`src/rtl/beta_regfile_if.sv`:
```
// beta_regfile_if: bus bundle between the Beta datapath control and the
// register file.
//   master : drives read/write requests (rd_en, addresses, ra2sel, we, wa, wd)
//            and receives the registered read results (ra_data, rb_data, z)
//   slave  : the register file side of the same bundle
interface beta_regfile_if #(
  parameter int WIDTH = 32
);
  logic             rd_en;
  logic [4:0]       ra_addr;
  logic [4:0]       rb_addr;
  logic [4:0]       rc_addr;
  logic             ra2sel;
  logic             we;
  logic [4:0]       wa;
  logic [WIDTH-1:0] wd;
  logic [WIDTH-1:0] ra_data;
  logic [WIDTH-1:0] rb_data;
  logic             z;

  modport master (
    output rd_en, ra_addr, rb_addr, rc_addr, ra2sel, we, wa, wd,
    input  ra_data, rb_data, z
  );

  modport slave (
    input  rd_en, ra_addr, rb_addr, rc_addr, ra2sel, we, wa, wd,
    output ra_data, rb_data, z
  );
endinterface

```
`src/rtl/beta_regfile.sv`:
```
// beta_regfile: 32 x WIDTH register file for the Beta datapath.
// Two registered read ports (A -> ALU operand A, B -> operand B / store data)
// and one write port fed by the write-back mux. Register 31 always reads 0.
// Ports:
//   clk   : rising-edge clock
//   rst_n : asynchronous active-low reset (clears storage and read outputs)
//   rf    : beta_regfile_if.slave bundle
//           rd_en            capture new read data (0 = hold / stall)
//           ra_addr          port A address
//           rb_addr/rc_addr  port B address, chosen by ra2sel (1 = rc_addr)
//           we, wa, wd       write port
//           ra_data, rb_data registered read data
//           z                registered flag, 1 when ra_data is zero
module beta_regfile #(
  parameter int WIDTH = 32,
  parameter int DEPTH = 32
) (
  input  logic          clk,
  input  logic          rst_n,
  beta_regfile_if.slave rf
);

  localparam logic [4:0] ZERO_REG = 5'd31;

  logic [WIDTH-1:0] mem [DEPTH];

  logic [4:0]       rb_sel;
  logic [WIDTH-1:0] ra_val;
  logic [WIDTH-1:0] rb_val;

  logic [WIDTH-1:0] ra_data_p1;
  logic [WIDTH-1:0] rb_data_p1;
  logic             z_p1;

  // Read value for one port: R31 is hardwired zero (even against a same-edge
  // write to 31), otherwise a same-edge write wins over the stored entry.
  function automatic logic [WIDTH-1:0] rd_port(
    input logic [4:0]       addr,
    input logic [WIDTH-1:0] stored,
    input logic             wr_en,
    input logic [4:0]       wr_addr,
    input logic [WIDTH-1:0] wr_data
  );
    logic [WIDTH-1:0] val;
    if (addr == ZERO_REG) begin
      val = '0;
    end else if (wr_en && (wr_addr == addr)) begin
      val = wr_data;
    end else begin
      val = stored;
    end
    return val;
  endfunction

  always_comb begin
    rb_sel = rf.ra2sel ? rf.rc_addr : rf.rb_addr;
    ra_val = rd_port(rf.ra_addr, mem[rf.ra_addr], rf.we, rf.wa, rf.wd);
    rb_val = rd_port(rb_sel, mem[rb_sel], rf.we, rf.wa, rf.wd);
  end

  // Storage; writes to R31 are dropped so the entry itself stays 0.
  always_ff @(posedge clk or negedge rst_n) begin
    if (!rst_n) begin
      for (int i = 0; i < DEPTH; i++) begin
        mem[i] <= '0;
      end
    end else if (rf.we && (rf.wa != ZERO_REG)) begin
      mem[rf.wa] <= rf.wd;
    end
  end

  // ---- stage boundary: read capture ----
  always_ff @(posedge clk or negedge rst_n) begin
    if (!rst_n) begin
      ra_data_p1 <= '0;
      rb_data_p1 <= '0;
      z_p1       <= 1'b1;
    end else if (rf.rd_en) begin
      ra_data_p1 <= ra_val;
      rb_data_p1 <= rb_val;
      z_p1       <= (ra_val == '0);
    end
  end

  assign rf.ra_data = ra_data_p1;
  assign rf.rb_data = rb_data_p1;
  assign rf.z       = z_p1;

endmodule
```
`src/flat_wrapper.sv`:
```
// flat-port wrapper written by rule: the top's interface ports become plain ports
module beta_regfile_flat 
#(
  parameter int WIDTH = 32,
  parameter int DEPTH = 32
)
  (clk, rst_n, rf_rd_en, rf_ra_addr, rf_rb_addr, rf_rc_addr, rf_ra2sel, rf_we, rf_wa, rf_wd, rf_ra_data, rf_rb_data, rf_z);
  beta_regfile_if #(.WIDTH(WIDTH)) rf_i ();
  input  logic clk;
  input  logic rst_n;
  input wire logic [$bits(rf_i.rd_en)-1:0] rf_rd_en;
  input wire logic [$bits(rf_i.ra_addr)-1:0] rf_ra_addr;
  input wire logic [$bits(rf_i.rb_addr)-1:0] rf_rb_addr;
  input wire logic [$bits(rf_i.rc_addr)-1:0] rf_rc_addr;
  input wire logic [$bits(rf_i.ra2sel)-1:0] rf_ra2sel;
  input wire logic [$bits(rf_i.we)-1:0] rf_we;
  input wire logic [$bits(rf_i.wa)-1:0] rf_wa;
  input wire logic [$bits(rf_i.wd)-1:0] rf_wd;
  output wire logic [$bits(rf_i.ra_data)-1:0] rf_ra_data;
  output wire logic [$bits(rf_i.rb_data)-1:0] rf_rb_data;
  output wire logic [$bits(rf_i.z)-1:0] rf_z;
  assign rf_i.rd_en = rf_rd_en;
  assign rf_i.ra_addr = rf_ra_addr;
  assign rf_i.rb_addr = rf_rb_addr;
  assign rf_i.rc_addr = rf_rc_addr;
  assign rf_i.ra2sel = rf_ra2sel;
  assign rf_i.we = rf_we;
  assign rf_i.wa = rf_wa;
  assign rf_i.wd = rf_wd;
  assign rf_ra_data = rf_i.ra_data;
  assign rf_rb_data = rf_i.rb_data;
  assign rf_z = rf_i.z;
  beta_regfile #(.WIDTH(WIDTH), .DEPTH(DEPTH)) u_core (.clk(clk), .rst_n(rst_n), .rf(rf_i));
endmodule
```
`config.mk`:
```
export PLATFORM = sky130hd
export DESIGN_NAME = beta_regfile_flat
export DESIGN_NICKNAME = d
export VERILOG_FILES = /design/src/rtl/beta_regfile_if.sv /design/src/rtl/beta_regfile.sv /design/src/flat_wrapper.sv
export SDC_FILE = /design/constraint.sdc
export NUM_CORES = 2
export LEC_CHECK = 0
export CAP_MARGIN = 15
export CORE_MARGIN = 5
export CORE_UTILIZATION = 55
export DETAILED_ROUTE_END_ITERATION = 10
export PLACE_DENSITY = 0.85
export SETUP_SLACK_MARGIN = 0.3
export SLEW_MARGIN = 20
export SYNTH_ARGS = -nofsm -noshare
export SYNTH_HDL_FRONTEND = slang
export SYNTH_SLANG_ARGS = --single-unit
```
`constraint.sdc`:
```
create_clock -name clk -period 2.1 [get_ports clk]
set_input_delay 0.315 -clock clk [delete_from_list [all_inputs] [get_ports clk]]
set_output_delay 0.315 -clock clk [all_outputs]
set_load 0.01 [all_outputs]
```
==> results of run 1 <==
cell families after synthesis:
| kind of cell | after synthesis | share of synthesized area (%) |
|---|---|---|
| and+or+nand+nor | 1526 | 11.1 |
| muxes | 1364 | 31.1 |
| DFF | 1089 | 46.6 |
| buffers and inverters | 558 | 4.07 |
| AOI/OAI and AO/OA | 537 | 6.93 |
| xor gates and xnor gates | 10 | 0.150 |
per-stage QoR:
step / cell area (um^2) / std cells / setup TNS [ps] / hold WS (ps) / util, %
after global placement: 73100 / 7549 / -350290 / 316 / 69.4
after floorplan: 59600 / 5084 / -5140 / 19.4 / -
after CTS: 82500 / 7978 / -2190 / 122 / 78.2
after detailed placement: 73100 / 7549 / -414620 / 301 / 69.4
timing repair:
| action | CTS |
|---|---|
| gates cloned | 29 |
| endpoints found under the hold margin | 238 |
| endpoints found under the setup margin | 412 |
| hold buffers | 1 |
| setup buffers | 191 |
| resized for setup | 729 |
| pin swaps | 243 |
layer usage:
metal | GRT usage (%) | overflow
met3 | 76.5 | 1
met4 | 74.7 | 8
met2 | 85.9 | 8
met5 | 61.5 | 0
met1 | 74.3 | 0
==> summary.txt, run 1 <==
Synth
  – Avg Cell Area, Syn: 11.5 um^2
  – Register bit total from synthesis: 1,089
  – Main synth FF type: dfrtp_1
  – Count leader, synth: dfrtp_1
  – Synth Instances: 5,084
  – Post-synthesis net count: 5,141
  – Area leader, netlist: dfrtp_1
  – Async set-or-reset flop fraction in the synthesized netlist: 100%
  – Share of Yosys cell area claimed by the top area cell type: 46.6%
  – Post-synth cell types: 68
  – Dominant cells by area after synthesis: dfrtp_1 47%, mux2_2 19%, mux4_2 10%, nand2_1 6.3%, nand3_1 2.8%
  – Post-Syn Area: 58,400 um^2
  – Synth Warn #: 0
  – Top cells by count, synth: 1,088 x dfrtp_1, 1,004 x mux2_2, 988 x nand2_1
  – Register area share after synthesis: 46.6%
  – EDFF count, synth: 0

Clock network
  – Number of H-tree levels: 3
  – CTS Buf Count: 113
  – CTS Sinks: 1,089
  – CTS max path bufs: 3
  – Clk root buf: clkbuf_16

Global routing
  – Grt total ovfl: 17
  – Largest net degree at the start of global routing: 81
  – Gr usage total: 77.8%

Die
  – Rows: 119
  – Initial Util: 55.4%
  – Die Wd: 336 um
  – # IOs: 122
  – Die height: 336 um

Place
  – Pre-CTS WS: -1710 ps
  – Post-DP HPWL: 163 mm
  – Input/output buffers: 121
  – GP Congestion: 1.00

Outcome
  – Status: aborted with a tool error
  – Stopped at: 5_1_grt
  – First error: [ERROR GRT-0232] Routing congestion too high. Check the congestion heatmap in the GUI.
==> run 2, diff against run 1 <==
CORE_UTILIZATION = 40   (was 55)
PLACE_DENSITY = default   (was 0.85)
PLACE_DENSITY_LB_ADDON = 0.15   (was default)
SETUP_SLACK_MARGIN = default   (was 0.3)
clock period = 2.7 ns   (was 2.1 ns; I/O delays follow)
==> summary.txt, run 2 <==
Outcome
  – Status: finished, violations left (was aborted with a tool error)
  – Failing checks: negative setup slack

Die
  – Initial Util: 40.2% (was 55.4%)
  – # IOs: 122 (unchanged)
  – Die height: 392 um (was 336 um)
  – Rows: 140 (was 119)
  – DIE AREA: 154,000 um^2
  – Core ar.: 145,000 um^2
  – Die Wd: 392 um (was 336 um)

Detailed routing
  – Vias: 47,000
  – Wire length per cell: 30.7 um
  – Pre-antenna DRT Iters: 6
  – Total wire length: 231 mm
  – Post-DRT Antenna Nets: 0
  – DRC Markers: 0
  – Via density per instance: 6.23
  – Iter 0 DRT Violations: 5,166

Finish
  – Post-layout util: 49.7%
  – Max FFs per register: 1,024
  – Share of cells above drive strength 1: 40.9%
  – Commonest non-fill, non-tap cells in the layout: 1,088 x dfrtp_1, 1,002 x mux2_2, 971 x nand2_1, 548 x buf_4, 322 x nand3_1
  – Top reg by flops: u_core.mem
  – Final #Nets: 5,563
  – Commonest non-fill, non-tap cell in the layout: dfrtp_1
  – Area Overhead vs Synth: 23.7%

Setup path
  – Slowest stage delay, CP: 530 ps
  – Cell family with most CP delay: buffers and inverters
  – CP Cell Sequence: clkdlybuf4s50_1 > xnor2_1 > nand4_1 > buf_4 > or2_2 > buf_12 > buf_12 > a32o_1 > a21oi_4 > nand4_1 > nor4_4 > a32o_1
  – Crit path launch type: input port
  – Cells on worst reg2reg path: 8
  – Reg-to-reg slack, setup: -90 ps
  – Critical Path AT: 3520 ps
  – CP Max Fanout: 15
  – Worst R2R End: u_core.rf.z$_DFFE_PN1P_
  – Crit. End Element: flip-flop
  – Crit path required time: 3410 ps
  – Highest-delay cell along the critical path: clkdlybuf4s50_1
  – Worst r2r src: u_core.mem[830]$_DFFE_PN0P_
  – CP bufs+invs: 4
  – Crit Path Category: in -> reg

Timing
  – RSZ-0062 raised after global routing: true
  – Setup_tns: -110 ps
  – Worst-Margin Slew: 1160 ps
  – # setup viols final: 1
  – Rel. slew slack: 22.1%
  – Fin crit share: 104%
  – Tmin final: 2810 ps
  – Clock Skew: 36.0 ps
  – Fmax achieved: 356 MHz
  – Max Slew Vio Count: 0
  – Post-route setup slack: -110 ps
  – Fin. Hold Viols: 0

Min path
  – HP Start: rf_rd_en
  – Hold path cells: 2
  – Hold endpoint: u_core.rf.rb_data[11]$_DFFE_PN0P_
  – Worst Hold Class: in -> reg

Global routing
  – Initial antenna violation count: 5
  – Largest net degree at the start of global routing: 118
  – Gr usage total: 29.6%
  – Grt total ovfl: 0
  – Vias in the first global route: 46,000
  – First-pass GRT wire length: 334 mm

Synth
  – Top cells by count, synth: 1,088 x dfrtp_1, 1,004 x mux2_2, 988 x nand2_1 (unchanged)
  – Async set-or-reset flop fraction in the synthesized netlist: 100% (unchanged)
  – Share of Yosys cell area claimed by the top area cell type: 46.6% (unchanged)
  – Register area share after synthesis: 46.6% (unchanged)
  – Dominant cells by area after synthesis: dfrtp_1 47%, mux2_2 19%, mux4_2 10%, nand2_1 6.3%, nand3_1 2.8% (unchanged)
  – EDFF count, synth: 0 (unchanged)
  – Main synth FF type: dfrtp_1 (unchanged)
  – Post-Syn Area: 58,400 um^2 (unchanged)
  – Area leader, netlist: dfrtp_1 (unchanged)
  – Post-synth cell types: 68 (unchanged)
  – Count leader, synth: dfrtp_1 (unchanged)
  – Post-synthesis net count: 5,141 (unchanged)
  – Avg Cell Area, Syn: 11.5 um^2 (unchanged)
  – Synth Instances: 5,084 (unchanged)
  – Synth Warn #: 0 (unchanged)
  – Register bit total from synthesis: 1,089 (unchanged)

Clock network
  – Clock-pin slew on the worst setup and hold paths: 60 ps
  – TritonCTS clock tree: yes
  – Number of H-tree levels: 3 (unchanged)
  – CTS Sinks: 1,089 (unchanged)
  – CTS max path bufs: 3 (unchanged)
  – Worst-Skew Late Latency: 760 ps
  – CTS Buf Count: 121 (was 113)
  – Clk root buf: clkbuf_16 (unchanged)

Place
  – GP Congestion: 0.885 (was 1.00)
  – Input/output buffers: 121 (unchanged)
  – Pre-CTS WS: -1500 ps (was -1710 ps)
  – Post-DP HPWL: 152 mm (was 163 mm)

Flow run
  – Max cap viols: 0

Pwr
  – Total leakage power: 31.7 nW
  – Power, Total: 51.6 mW
  – Power per cell area: 714 nW/um^2
  – Worst vdd ir: 0.540 mV
[run 2: cell counts after synthesis]
No cell type changed its count.
[run 2: layer usage]
| metal | routed length [um] | track usage [%] | vias up |
|---|---|---|---|
| met5 | 14 | 0 | - |
| met4 | 8640 | 10.5 | 2 |
| met3 | 20800 | 6.51 | 457 |
| met2 | 102000 | 44.1 | 2410 |
| met1 | 99700 | 42.7 | 24600 |
| li1 | - | - | 19500 |
[run 2: area by class of cell]
type / count / area [um^2]
clock buffers: 180 / 3670
clock inverters: 51 / 629
diodes: 5 / 12.5
inverters: 18 / 67.6
fillers: 13000 / 73100
multi-input cells: 3437 / 29500
flip-flops and latches: 1089 / 27300
well taps: 1917 / 2400
repair buffers: 839 / 8780
[run 2: metrics by stage]
stage          hold slack (ps)  cell area (um^2)  cells
2_1_floorplan              109             58500   5084
5_1_grt                    126             72300   7531
3_3_place_gp               347             67500   7280
3_5_place_dp               344             67500   7280
4_1_cts                   77.1             72000   7519
6_report                   144             72300   7536
[run 2: cell families after synthesis]
kind of cell	after synthesis	share of synthesized area, %
buffers and inverters	558	4.07
multiplexers	1364	31.1
XOR/XNOR	10	0.150
AND/OR/NAND/NOR	1526	11.1
flip-flops	1089	46.6
AO/OA/AOI/OAI	537	6.93
[run 2: report_power, final]
group          internal [mW]  leakage, nW  switching, mW  total [mW]
clock network           10.5         2.11           7.32        17.8
registers               19.4         13.9           2.51        21.9
logic                   6.43         15.6           5.43        11.9
[run 2: timing repair]
item                       4_1_cts  5_1_grt
setup endpoints to repair        5       29
hold endpoints to repair       265        0
setup buffers                    7       10
gates cloned                     0        2
resized for setup               27       33
hold buffers                     1        0
pin swaps                        9        3
[run 2: how the worst max path moves through the flow]
stage,startpoint,end,slack [ps],depth (start not counted)
floorplan,rf_ra_addr[0],u_core.rf.z$_DFFE_PN1P_,-1,11
global placement,rf_wa[4],u_core.rf.z$_DFFE_PN1P_,-1510,12
detailed placement,rf_wa[0],u_core.rf.z$_DFFE_PN1P_,-1500,12
CTS,u_core.mem[367]$_DFFE_PN0P_,u_core.rf.z$_DFFE_PN1P_,-10,9
global route,u_core.mem[390]$_DFFE_PN0P_,u_core.rf.z$_DFFE_PN1P_,-130,10
finish,rf_wa[0],u_core.rf.z$_DFFE_PN1P_,-110,12
[run 2: worst register-to-register path, stage by stage, from the launching register on]
cell and delay (ps):
dfrtp_1 410, mux4_2 480, mux2i_2 230, mux2i_2 180
o32a_1 370, o21ai_2 250, nand4b_1 190, a2111oi_4 400
a32o_1 220
Note: power is estimated with default switching activity, not from simulation.
